**src/rtl/plat_pkg.sv**
```systemverilog
// Shared definitions for the platform landing scan: table geometry, character
// hitbox constants, FSM state encoding and packed-bus field extraction helpers.
package plat_pkg;

  localparam int PLATFORM_NUM_PER_BLOCK = 7;
  localparam int PHY_WIDTH              = 16;
  localparam int BLOCK_LEN_WIDTH        = 4;
  localparam int PLAT_UNIT              = 8;
  localparam int PLAT_SHIFT             = $clog2(PLAT_UNIT);
  localparam int CHAR_W                 = 32;
  localparam int LAND_TOL               = 8;
  localparam int IDX_WIDTH              = 3;

  typedef logic [PHY_WIDTH-1:0]       phy_t;
  typedef logic [PHY_WIDTH:0]         phy_ext_t;
  typedef logic [BLOCK_LEN_WIDTH-1:0] len_t;
  typedef logic [IDX_WIDTH-1:0]       idx_t;

  typedef logic [PLATFORM_NUM_PER_BLOCK*PHY_WIDTH-1:0]       phy_bus_t;
  typedef logic [PLATFORM_NUM_PER_BLOCK*BLOCK_LEN_WIDTH-1:0] len_bus_t;

  typedef enum logic [1:0] {
    ST_IDLE = 2'd0,
    ST_SCAN = 2'd1,
    ST_DONE = 2'd2
  } scan_state_e;

  localparam idx_t LAST_IDX = idx_t'(PLATFORM_NUM_PER_BLOCK - 1);

  // Left x of platform i from the packed x bus
  function automatic phy_t get_x(input phy_bus_t bus, input idx_t i);
    return bus[int'(i)*PHY_WIDTH +: PHY_WIDTH];
  endfunction

  // Top y of platform i from the packed y bus
  function automatic phy_t get_y(input phy_bus_t bus, input idx_t i);
    return bus[int'(i)*PHY_WIDTH +: PHY_WIDTH];
  endfunction

  // Length (in units) of platform i from the packed length bus
  function automatic len_t get_len(input len_bus_t bus, input idx_t i);
    return bus[int'(i)*BLOCK_LEN_WIDTH +: BLOCK_LEN_WIDTH];
  endfunction

endpackage

```
**src/rtl/plat_hit_cmp.sv**
```systemverilog
// Single-entry landing test: does the falling character's hitbox land on one
// platform? All sums are formed one bit wider than the coordinates so that
// edges near the top of the coordinate range cannot wrap.
module plat_hit_cmp
  import plat_pkg::*;
(
  input  logic [PHY_WIDTH-1:0]       cx,
  input  logic [PHY_WIDTH-1:0]       cy,
  input  logic                       falling,
  input  logic [PHY_WIDTH-1:0]       px,
  input  logic [PHY_WIDTH-1:0]       py,
  input  logic [BLOCK_LEN_WIDTH-1:0] len,
  output logic                       hit
);

  phy_ext_t cx_e_s;
  phy_ext_t cy_e_s;
  phy_ext_t px_e_s;
  phy_ext_t py_e_s;
  phy_ext_t top_tol_s;
  phy_ext_t char_right_s;
  phy_ext_t plat_right_s;

  // Widen operands, build the landing window and evaluate all conditions
  always_comb begin
    cx_e_s       = {1'b0, cx};
    cy_e_s       = {1'b0, cy};
    px_e_s       = {1'b0, px};
    py_e_s       = {1'b0, py};
    top_tol_s    = py_e_s + phy_ext_t'(LAND_TOL);
    char_right_s = cx_e_s + phy_ext_t'(CHAR_W);
    plat_right_s = px_e_s + (phy_ext_t'(len) << PLAT_SHIFT);
    hit = falling
          && (len != {BLOCK_LEN_WIDTH{1'b0}})
          && (cy_e_s >= py_e_s)
          && (cy_e_s <= top_tol_s)
          && (char_right_s > px_e_s)
          && (cx_e_s < plat_right_s);
  end

endmodule

```
**src/rtl/platform_scan_ctrl.sv**
```systemverilog
// Sequential landing scheduler: on each physics tick walks the platform table
// one entry per cycle through a single plat_hit_cmp, keeps the highest hit
// (lowest index on ties) and publishes it with a one-cycle scan_done pulse.
// A block_switch during the walk restarts it against the new table.
module platform_scan_ctrl
  import plat_pkg::*;
(
  input  logic                                              sys_clk,
  input  logic                                              sys_rst_n,
  input  logic                                              scan_start,
  input  logic [PHY_WIDTH-1:0]                              char_x,
  input  logic [PHY_WIDTH-1:0]                              char_y,
  input  logic                                              char_falling,
  input  logic [PLATFORM_NUM_PER_BLOCK*PHY_WIDTH-1:0]       plat_relative_x,
  input  logic [PLATFORM_NUM_PER_BLOCK*PHY_WIDTH-1:0]       plat_relative_y,
  input  logic [PLATFORM_NUM_PER_BLOCK*BLOCK_LEN_WIDTH-1:0] plat_len,
  input  logic                                              block_switch,
  output logic                                              busy,
  output logic                                              scan_done,
  output logic                                              land_hit,
  output logic [2:0]                                        land_idx,
  output logic [PHY_WIDTH-1:0]                              land_y
);

  scan_state_e state_r, state_nxt_s;
  idx_t        idx_r, idx_nxt_s;
  phy_t        cx_r, cy_r;
  logic        fall_r;
  logic        best_hit_r, best_hit_nxt_s;
  idx_t        best_idx_r, best_idx_nxt_s;
  phy_t        best_y_r, best_y_nxt_s;
  logic        latch_s;
  logic        finish_s;
  phy_t        px_s, py_s;
  len_t        len_s;
  logic        hit_s;
  logic        busy_r, scan_done_r, land_hit_r;
  idx_t        land_idx_r;
  phy_t        land_y_r;

  // Select the entry currently under test from the live platform buses
  always_comb begin
    px_s  = get_x(plat_relative_x, idx_r);
    py_s  = get_y(plat_relative_y, idx_r);
    len_s = get_len(plat_len, idx_r);
  end

  plat_hit_cmp u_hit_cmp (
    .cx      (cx_r),
    .cy      (cy_r),
    .falling (fall_r),
    .px      (px_s),
    .py      (py_s),
    .len     (len_s),
    .hit     (hit_s)
  );

  // Next-state, index, best-hit tracking and capture/finish strobes
  always_comb begin
    state_nxt_s    = state_r;
    idx_nxt_s      = idx_r;
    best_hit_nxt_s = best_hit_r;
    best_idx_nxt_s = best_idx_r;
    best_y_nxt_s   = best_y_r;
    latch_s        = 1'b0;
    finish_s       = 1'b0;
    case (state_r)
      ST_IDLE: begin
        if (scan_start) begin
          latch_s        = 1'b1;
          idx_nxt_s      = 3'd0;
          best_hit_nxt_s = 1'b0;
          best_idx_nxt_s = 3'd0;
          best_y_nxt_s   = {PHY_WIDTH{1'b0}};
          state_nxt_s    = ST_SCAN;
        end else begin
          state_nxt_s    = ST_IDLE;
        end
      end
      ST_SCAN: begin
        if (block_switch) begin
          // New table arriving: discard partial result, keep the latched character
          idx_nxt_s      = 3'd0;
          best_hit_nxt_s = 1'b0;
          best_idx_nxt_s = 3'd0;
          best_y_nxt_s   = {PHY_WIDTH{1'b0}};
        end else begin
          // Strictly greater keeps the earlier (lower) index on equal heights
          if (hit_s && (!best_hit_r || (py_s > best_y_r))) begin
            best_hit_nxt_s = 1'b1;
            best_idx_nxt_s = idx_r;
            best_y_nxt_s   = py_s;
          end else begin
            best_hit_nxt_s = best_hit_r;
          end
          if (idx_r == LAST_IDX) begin
            state_nxt_s = ST_DONE;
            finish_s    = 1'b1;
          end else begin
            idx_nxt_s   = idx_r + 3'd1;
          end
        end
      end
      ST_DONE: begin
        state_nxt_s = ST_IDLE;
      end
      default: begin
        state_nxt_s = ST_IDLE;
        idx_nxt_s   = 3'd0;
      end
    endcase
  end

  // FSM, scan index, latched character and running best-hit registers
  always_ff @(posedge sys_clk or negedge sys_rst_n) begin
    if (!sys_rst_n) begin
      state_r    <= ST_IDLE;
      idx_r      <= 3'd0;
      cx_r       <= {PHY_WIDTH{1'b0}};
      cy_r       <= {PHY_WIDTH{1'b0}};
      fall_r     <= 1'b0;
      best_hit_r <= 1'b0;
      best_idx_r <= 3'd0;
      best_y_r   <= {PHY_WIDTH{1'b0}};
    end else begin
      state_r    <= state_nxt_s;
      idx_r      <= idx_nxt_s;
      best_hit_r <= best_hit_nxt_s;
      best_idx_r <= best_idx_nxt_s;
      best_y_r   <= best_y_nxt_s;
      if (latch_s) begin
        cx_r   <= char_x;
        cy_r   <= char_y;
        fall_r <= char_falling;
      end
    end
  end

  // Output registers: result is published on the edge that enters DONE
  always_ff @(posedge sys_clk or negedge sys_rst_n) begin
    if (!sys_rst_n) begin
      busy_r      <= 1'b0;
      scan_done_r <= 1'b0;
      land_hit_r  <= 1'b0;
      land_idx_r  <= 3'd0;
      land_y_r    <= {PHY_WIDTH{1'b0}};
    end else begin
      busy_r      <= (state_nxt_s != ST_IDLE);
      scan_done_r <= finish_s;
      if (finish_s) begin
        land_hit_r <= best_hit_nxt_s;
        if (best_hit_nxt_s) begin
          land_idx_r <= best_idx_nxt_s;
          land_y_r   <= best_y_nxt_s;
        end
      end
    end
  end

  assign busy      = busy_r;
  assign scan_done = scan_done_r;
  assign land_hit  = land_hit_r;
  assign land_idx  = land_idx_r;
  assign land_y    = land_y_r;

endmodule
```
**config.mk**
```make
export PLATFORM = sky130hd
export DESIGN_NAME = platform_scan_ctrl
export DESIGN_NICKNAME = d
export VERILOG_FILES = /design/src/rtl/plat_pkg.sv /design/src/rtl/plat_hit_cmp.sv /design/src/rtl/platform_scan_ctrl.sv
export SDC_FILE = /design/constraint.sdc
export NUM_CORES = 1
export LEC_CHECK = 0
export BUFFER_PORTS_ARGS = -buffer_cell sky130_fd_sc_hd__buf_2
export CAP_MARGIN = 10
export CORE_MARGIN = 10
export CORE_UTILIZATION = 34
export CTS_BUF_LIST = sky130_fd_sc_hd__clkbuf_8
export DETAILED_ROUTE_END_ITERATION = 8
export PLACE_DENSITY = 0.56
export SYNTH_ARGS = -nofsm -noshare
export SYNTH_HDL_FRONTEND = slang
export SYNTH_SLANG_ARGS = --single-unit
```
**constraint.sdc**
```tcl
create_clock -name sys_clk -period 7.15 [get_ports sys_clk]
set_input_delay 1.7875 -clock sys_clk [delete_from_list [all_inputs] [get_ports sys_clk]]
set_output_delay 1.7875 -clock sys_clk [all_outputs]
set_load 0.03 [all_outputs]
```
Word level (Yosys, flattened, before mapping) --
Index checks and enable logic that the tools add are counted.
Storage, ports and cells: bits in latches 0, bits in registers 80, memories kept 0, ROM bits 0, input port bits 289, output and inout port bits 22, bits in writable memories 0
Operators by class: shifts and indexed selects 3, bitwise operators 1, $add $sub $neg 4, equal/unequal tests 5, div/mod/pow operators 0, magnitude comparators 5, muxes and demuxes 25, multipliers 0, reductions and logical operators 13
Operators with widths (count):
- $shiftx A112 B8 Y16 | 2
- $mux W16 | 3
- $pmux W16 S2 | 1
- $shiftx A28 B6 Y4 | 1
- $mux W3 | 6
- $add A16 B4 Y17 const B | 1
- $add A16 B6 Y17 const B | 1
- $add A16 B7 Y17 | 1
- $gt A17 B16 Y1 | 1
- $le A16 B17 Y1 | 1
- $lt A16 B17 Y1 | 1
- $ge A16 B16 Y1 | 1
- $gt A16 B16 Y1 | 1
- $mux W1 | 9
- $pmux W3 S3 | 1
- $logic_and A1 B1 Y1 | 6
- $pmux W3 S2 | 1
- $mux W2 | 2
- $pmux W2 S2 | 1
- $reduce_bool A4 Y1 | 1
- $add A3 B1 Y3 const B | 1
- $eq A3 B3 Y1 const B | 1
- $ne A3 B3 Y1 const B | 1
- $reduce_and A3 Y1 | 1
- 10 further kinds | 10

Depth between registers and ports, before layout --
depth in word-level cells 12, gate-level depth with buffers 29, mapped depth without buffers 21

Modules after synthesis --
Synthesis repeated with hierarchy kept, for this count alone.
Unflattened totals: cell total of the unflattened synthesis 862, area total of the unflattened synthesis 7688.6 um^2
By module, submodules not included:
- platform_scan_ctrl | cells each 586, instances 1, area an instance 5645.4 um^2, sequential area each 2001.9 um^2
- plat_hit_cmp | cells each 276, instances 1, area an instance 2043.2 um^2, sequential area each 0.0 um^2

Worst setup path after synthesis --
No wires, ideal clock.
kind input to register, from in plat_relative_x[51], to reg land_y_r[10], in the netlist land_y[10], cell stages on the path 22, arrival time 5.709 ns, path slack 1.306 ns, cell sequence mux4_2 nor2_1 a21o_1 inv_1 ha_1 fa_1 a21o_1 a21oi_1 nor3_1 nand2_1 xnor2_1 ha_1 nand2_1 o21ai_0 a2111oi_0 a21oi_1 o32a_1 or4_1 buf_6 buf_8 nand3_2 a31oi_1
Between the ends: cells in the longest elaborated chain, start to end 9, elaborated cells between the ends (all ways) 14, those cells by class add/sub: 1; order compare: 2; shift: 1; mux: 6; reduce/logical: 4
RTL lines:
- start, declared | RTL line platform_scan_ctrl.sv:14 | input logic [PLATFORM_NUM_PER_BLOCK*PHY_WIDTH-1:0] plat_relative_x,
- $shiftx A112 B8 Y16 (*) | RTL line plat_pkg.sv:32 | return bus[int'(i)*PHY_WIDTH +: PHY_WIDTH];
- $add A16 B7 Y17 / $gt A17 B16 Y1 (equally long branches) | RTL line plat_hit_cmp.sv:32, plat_hit_cmp.sv:37
- $lt A16 B17 Y1 / $logic_and A1 B1 Y1 (equally long branches) | RTL line plat_hit_cmp.sv:38, plat_hit_cmp.sv:37
- $logic_and A1 B1 Y1 (*) | RTL line plat_hit_cmp.sv:38 | && (cx_e_s < plat_right_s);
- $logic_and A1 B1 Y1 (*) | RTL line platform_scan_ctrl.sv:89 | if (hit_s && (!best_hit_r || (py_s > best_y_r))) begin
- $mux W1 | RTL line platform_scan_ctrl.sv:89
- $mux W1 | RTL line platform_scan_ctrl.sv:81 | if (block_switch) begin
- $pmux W1 S2 | RTL line platform_scan_ctrl.sv:67 | case (state_r)
- $reduce_and A2 Y1 (no line)
- end signal, assigned | RTL line platform_scan_ctrl.sv:146 | land_y_r <= {PHY_WIDTH{1'b0}};
- end signal, assigned | RTL line platform_scan_ctrl.sv:154 | land_y_r <= best_y_nxt_s;
- end, declared | RTL line platform_scan_ctrl.sv:39 | phy_t land_y_r;
Mark *: on every way between the ends. The rest lies on a longest branch, timed or not. A chain may end at the register's enable or synchronous reset.

Final worst setup path --
from in plat_len[17], to reg land_idx_r[2], in the netlist land_idx[2]
Between the ends: cells in the longest elaborated chain, start to end 12, elaborated cells between the ends (all ways) 17, those cells by class add/sub: 1; order compare: 1; shift: 1; mux: 6; reduce/logical: 8
RTL lines:
- start, declared | RTL line platform_scan_ctrl.sv:16 | input logic [PLATFORM_NUM_PER_BLOCK*BLOCK_LEN_WIDTH-1:0] plat_len,
- $shiftx A28 B6 Y4 (*) | RTL line plat_pkg.sv:42 | return bus[int'(i)*BLOCK_LEN_WIDTH +: BLOCK_LEN_WIDTH];
- branches (longest 5 deep; another with $add A16 B7 Y17)
- $logic_and A1 B1 Y1 (*) | RTL line plat_hit_cmp.sv:38
- $logic_and A1 B1 Y1 (*) | RTL line platform_scan_ctrl.sv:89
- $mux W1 | RTL line platform_scan_ctrl.sv:89
- $mux W1 | RTL line platform_scan_ctrl.sv:81
- $pmux W1 S2 | RTL line platform_scan_ctrl.sv:67
- $reduce_and A2 Y1 (no line)
- end signal, assigned | RTL line platform_scan_ctrl.sv:153 | land_idx_r <= best_idx_nxt_s;
- end, declared | RTL line platform_scan_ctrl.sv:38 | idx_t land_idx_r;
Mark *: on every way between the ends.

==> results.cfg <==
[global_route]
grt_max_degree = 64
grt.total_usage_pct = 19.6
grt_pass1_wl_um = 44400
overflow = 0
grt_pass1_vias = 7875
antenna_found_initial = 1

[route]
drt_wl_total_um = 28500
vias_per_cell = 5.29
routedWlPerCell_um = 20.7
detail-route-antenna-nets = 0
drtPass1Iterations = 7
via_count = 7273
drt_iter0_drc = 400
drc = 0

[cts]
cts_hold_buffers = 0
clkTransAtPathRegs_ps = 100
cts.sinks = 80
clock_latency_ps = 380
clockBufferDepth = 2
cts_root_buf = clkbuf_8
numCtsBuffers = 9
h-tree-depth = 3
cts_tree = done
post_cts_resized = 0
cts_setup_buffers = 0

[worst_setup_path]
r2r_cells = 20
end_kind = flop
critical_path_required_ps = 7400
cp_max_fo = 19
r2r_start = idx_r[0]$_DFFE_PN0P_
ff2ff_setup_slack_ps = 1360
worst_setup_path_start_kind = primary input
crit_type = in2reg
rr_endpoint = land_idx[2]$_DFFE_PN0P_
cp.arrival_ps = 6340

[die]
coreArea_um2 = 22000
die_area_um2 = 29000
initial_utilization_pct = 34.9
die_y_um = 170
io_pins = 311
rows = 54
fp.dieW_um = 170

[pwr]
p_leak_uw = 0.00483
irDropWorstVdd_v = 0.000114
finalPower_uw = 2730
p_per_area_nw_per_um2 = 282

[synth]
synth_edf_count = 0
synth_area_um2 = 7680
yosys.cell_types.count = 63
yosysSeqAreaShare_pct = 26.1
syn_nets = 1166
ys_ff_latch = 80
synth_ff_type = dfrtp_1
synth-warning-count = 0
synthCells = 794
syn_area_per_cell_um2 = 9.67
synthArstFlopShare_pct = 100

[hold_path]
hold_start = best_idx_r[0]$_DFF_PN0_
whs_path_depth = 2
hold_class = reg2reg
hold-path-endpoint = best_idx_r[0]$_DFF_PN0_

[final_layout]
layout.nets = 1461
synthToLayoutAreaGrowth_pct = 26.3
drive_gt1_share_pct = 40.3

[timing]
fin_skew_ps = 11.3
tns_ps = 0
grt_setup_unrepaired = no
setup_viol = 0
max_freq_ghz = 0.164
report.final.slew_viol_count = 0
hold_viol = 0
layout_min_cycle_time_ps = 6090
timing.final.crit_share_pct = 85.2
slew_headroom_pct = 26.8
worst_slew_pin_slew_ps = 1100

[placed_design]
place.gp.congestion = 0.892
port_buffers = 310
dpl.hpwl_um = 23600

[run]
cap_violations = 0

[outcome]
outcome = complete, no violations
==> stage by stage <==
stage | utilization, % | hold WS [ps] | instances | instance area [um^2] | setup slack [ps]
final | 44.0 | 502 | 1375 | 9700 | 1060
after global routing | 44.0 | 510 | 1375 | 9700 | 696
after CTS | 44.0 | 500 | 1374 | 9700 | 1080
after detailed placement | 42.9 | 479 | 1358 | 9440 | 701
after global placement | 42.9 | 470 | 1358 | 9440 | 748
after floorplan | - | 460 | 794 | 7680 | 1310
==> critical path, stage by stage <==
cell	delay, ps
buf_2	100
mux2_2	260
a221oi_1	280
a221oi_1	90
buf_4	210
ha_1	270
a21oi_1	50
nor2b_1	150
o21ai_0	140
a211oi_2	290
nand3_1	200
nor3_1	220
xor2_1	170
ha_1	260
a2111oi_0	420
a21oi_1	130
o32a_1	290
or4_1	540
buf_4	240
nand3_1	130
a31oi_1	110
==> synthesized netlist by cell type (8+ instances only) <==
| master | number | area [um^2] |
|---|---|---|
| a21o_1 | 16 | 120 |
| a21oi_1 | 54 | 270 |
| a221o_1 | 17 | 170 |
| a221oi_1 | 11 | 96.3 |
| a31oi_1 | 20 | 125 |
| buf_2 | 8 | 40.0 |
| clkbuf_1 | 13 | 48.8 |
| dfrtp_1 | 80 | 2000 |
| ha_1 | 82 | 1030 |
| inv_1 | 48 | 180 |
| mux2_2 | 53 | 597 |
| mux2i_1 | 49 | 490 |
| mux4_2 | 23 | 518 |
| nand2_1 | 72 | 270 |
| nand3_1 | 26 | 130 |
| nand3_2 | 10 | 100 |
| nand4_1 | 12 | 75.1 |
| nor2_1 | 27 | 101 |
| nor2b_1 | 8 | 50.1 |
| o21ai_0 | 32 | 160 |
| xnor2_1 | 21 | 184 |
| xor2_1 | 10 | 87.6 |
==> flip-flops by register name, summed over array words and instances, names as in the netlist, 2 cells and up <==
signal and count:
state_r 2, land_y 16, best_idx_r 3, cx_r 16
land_idx 3, idx_r 3, best_y_r 16, cy_r 16
==> worst max path at each step <==
stage                              startpoint  cells past startpoint                      end
after global routing             plat_len[17]                     21   land_y[15]$_DFFE_PN0P_
final                            plat_len[17]                     21  land_idx[2]$_DFFE_PN0P_
after CTS                        plat_len[16]                     22  land_idx[2]$_DFFE_PN0P_
after detailed placement         plat_len[16]                     22    land_y[4]$_DFFE_PN0P_
after floorplan           plat_relative_x[51]                     22   land_y[10]$_DFFE_PN0P_
after global placement           plat_len[16]                     22  land_idx[2]$_DFFE_PN0P_
==> cells by family (layout without fill, tap and decap cells) <==
group	after synthesis	after routing	share of synthesized area (%)
other	0	1	0
muxes	126	126	21.0
DFF	80	80	26.1
AOI/OAI and AO/OA	188	188	16.3
and+or+nand+nor	192	192	13.0
buffers and inverters	94	394	6.50
xor gates and xnor gates	31	31	3.53
adders and majority gates	83	83	13.6
==> cell type report <==
type / instances / area [um^2]
fillers: 2185 / 12300
multi-input cells: 620 / 5200
flip-flops and latches: 80 / 2010
repair buffers: 329 / 1700
well taps: 280 / 350
inverters: 49 / 184
clock inverters: 7 / 133
clock buffers: 9 / 124
diodes: 1 / 2.50
==> power breakdown <==
part	switching [uW]	internal [uW]
Clock	204	241
Sequential	165	566
Combinational	835	723
==> routing by layer <==
metal  global-route usage, %  wire (um)  vias to the layer above
li1                        -          -                     3565
met1                    23.9      12200                     3446
met2                    33.8      14100                      234
met3                    5.14       1750                       28
met4                    4.04        422                        0
met5                       0          0                        -
==> cells in the final DEF, fill, tap and decap left out, drive strengths merged, types with 21 or more instances in the layout <==
cell / synthesis / final
nand3: 36 / 36
a21oi: 54 / 54
ha: 82 / 82
xnor2: 21 / 21
mux2: 54 / 54
inv: 48 / 52
nand2: 72 / 72
mux2i: 49 / 49
dfrtp: 80 / 80
buf: 32 / 329
nor2: 27 / 27
o21ai: 34 / 34
mux4: 23 / 23
(Power assumes the default switching activity.)
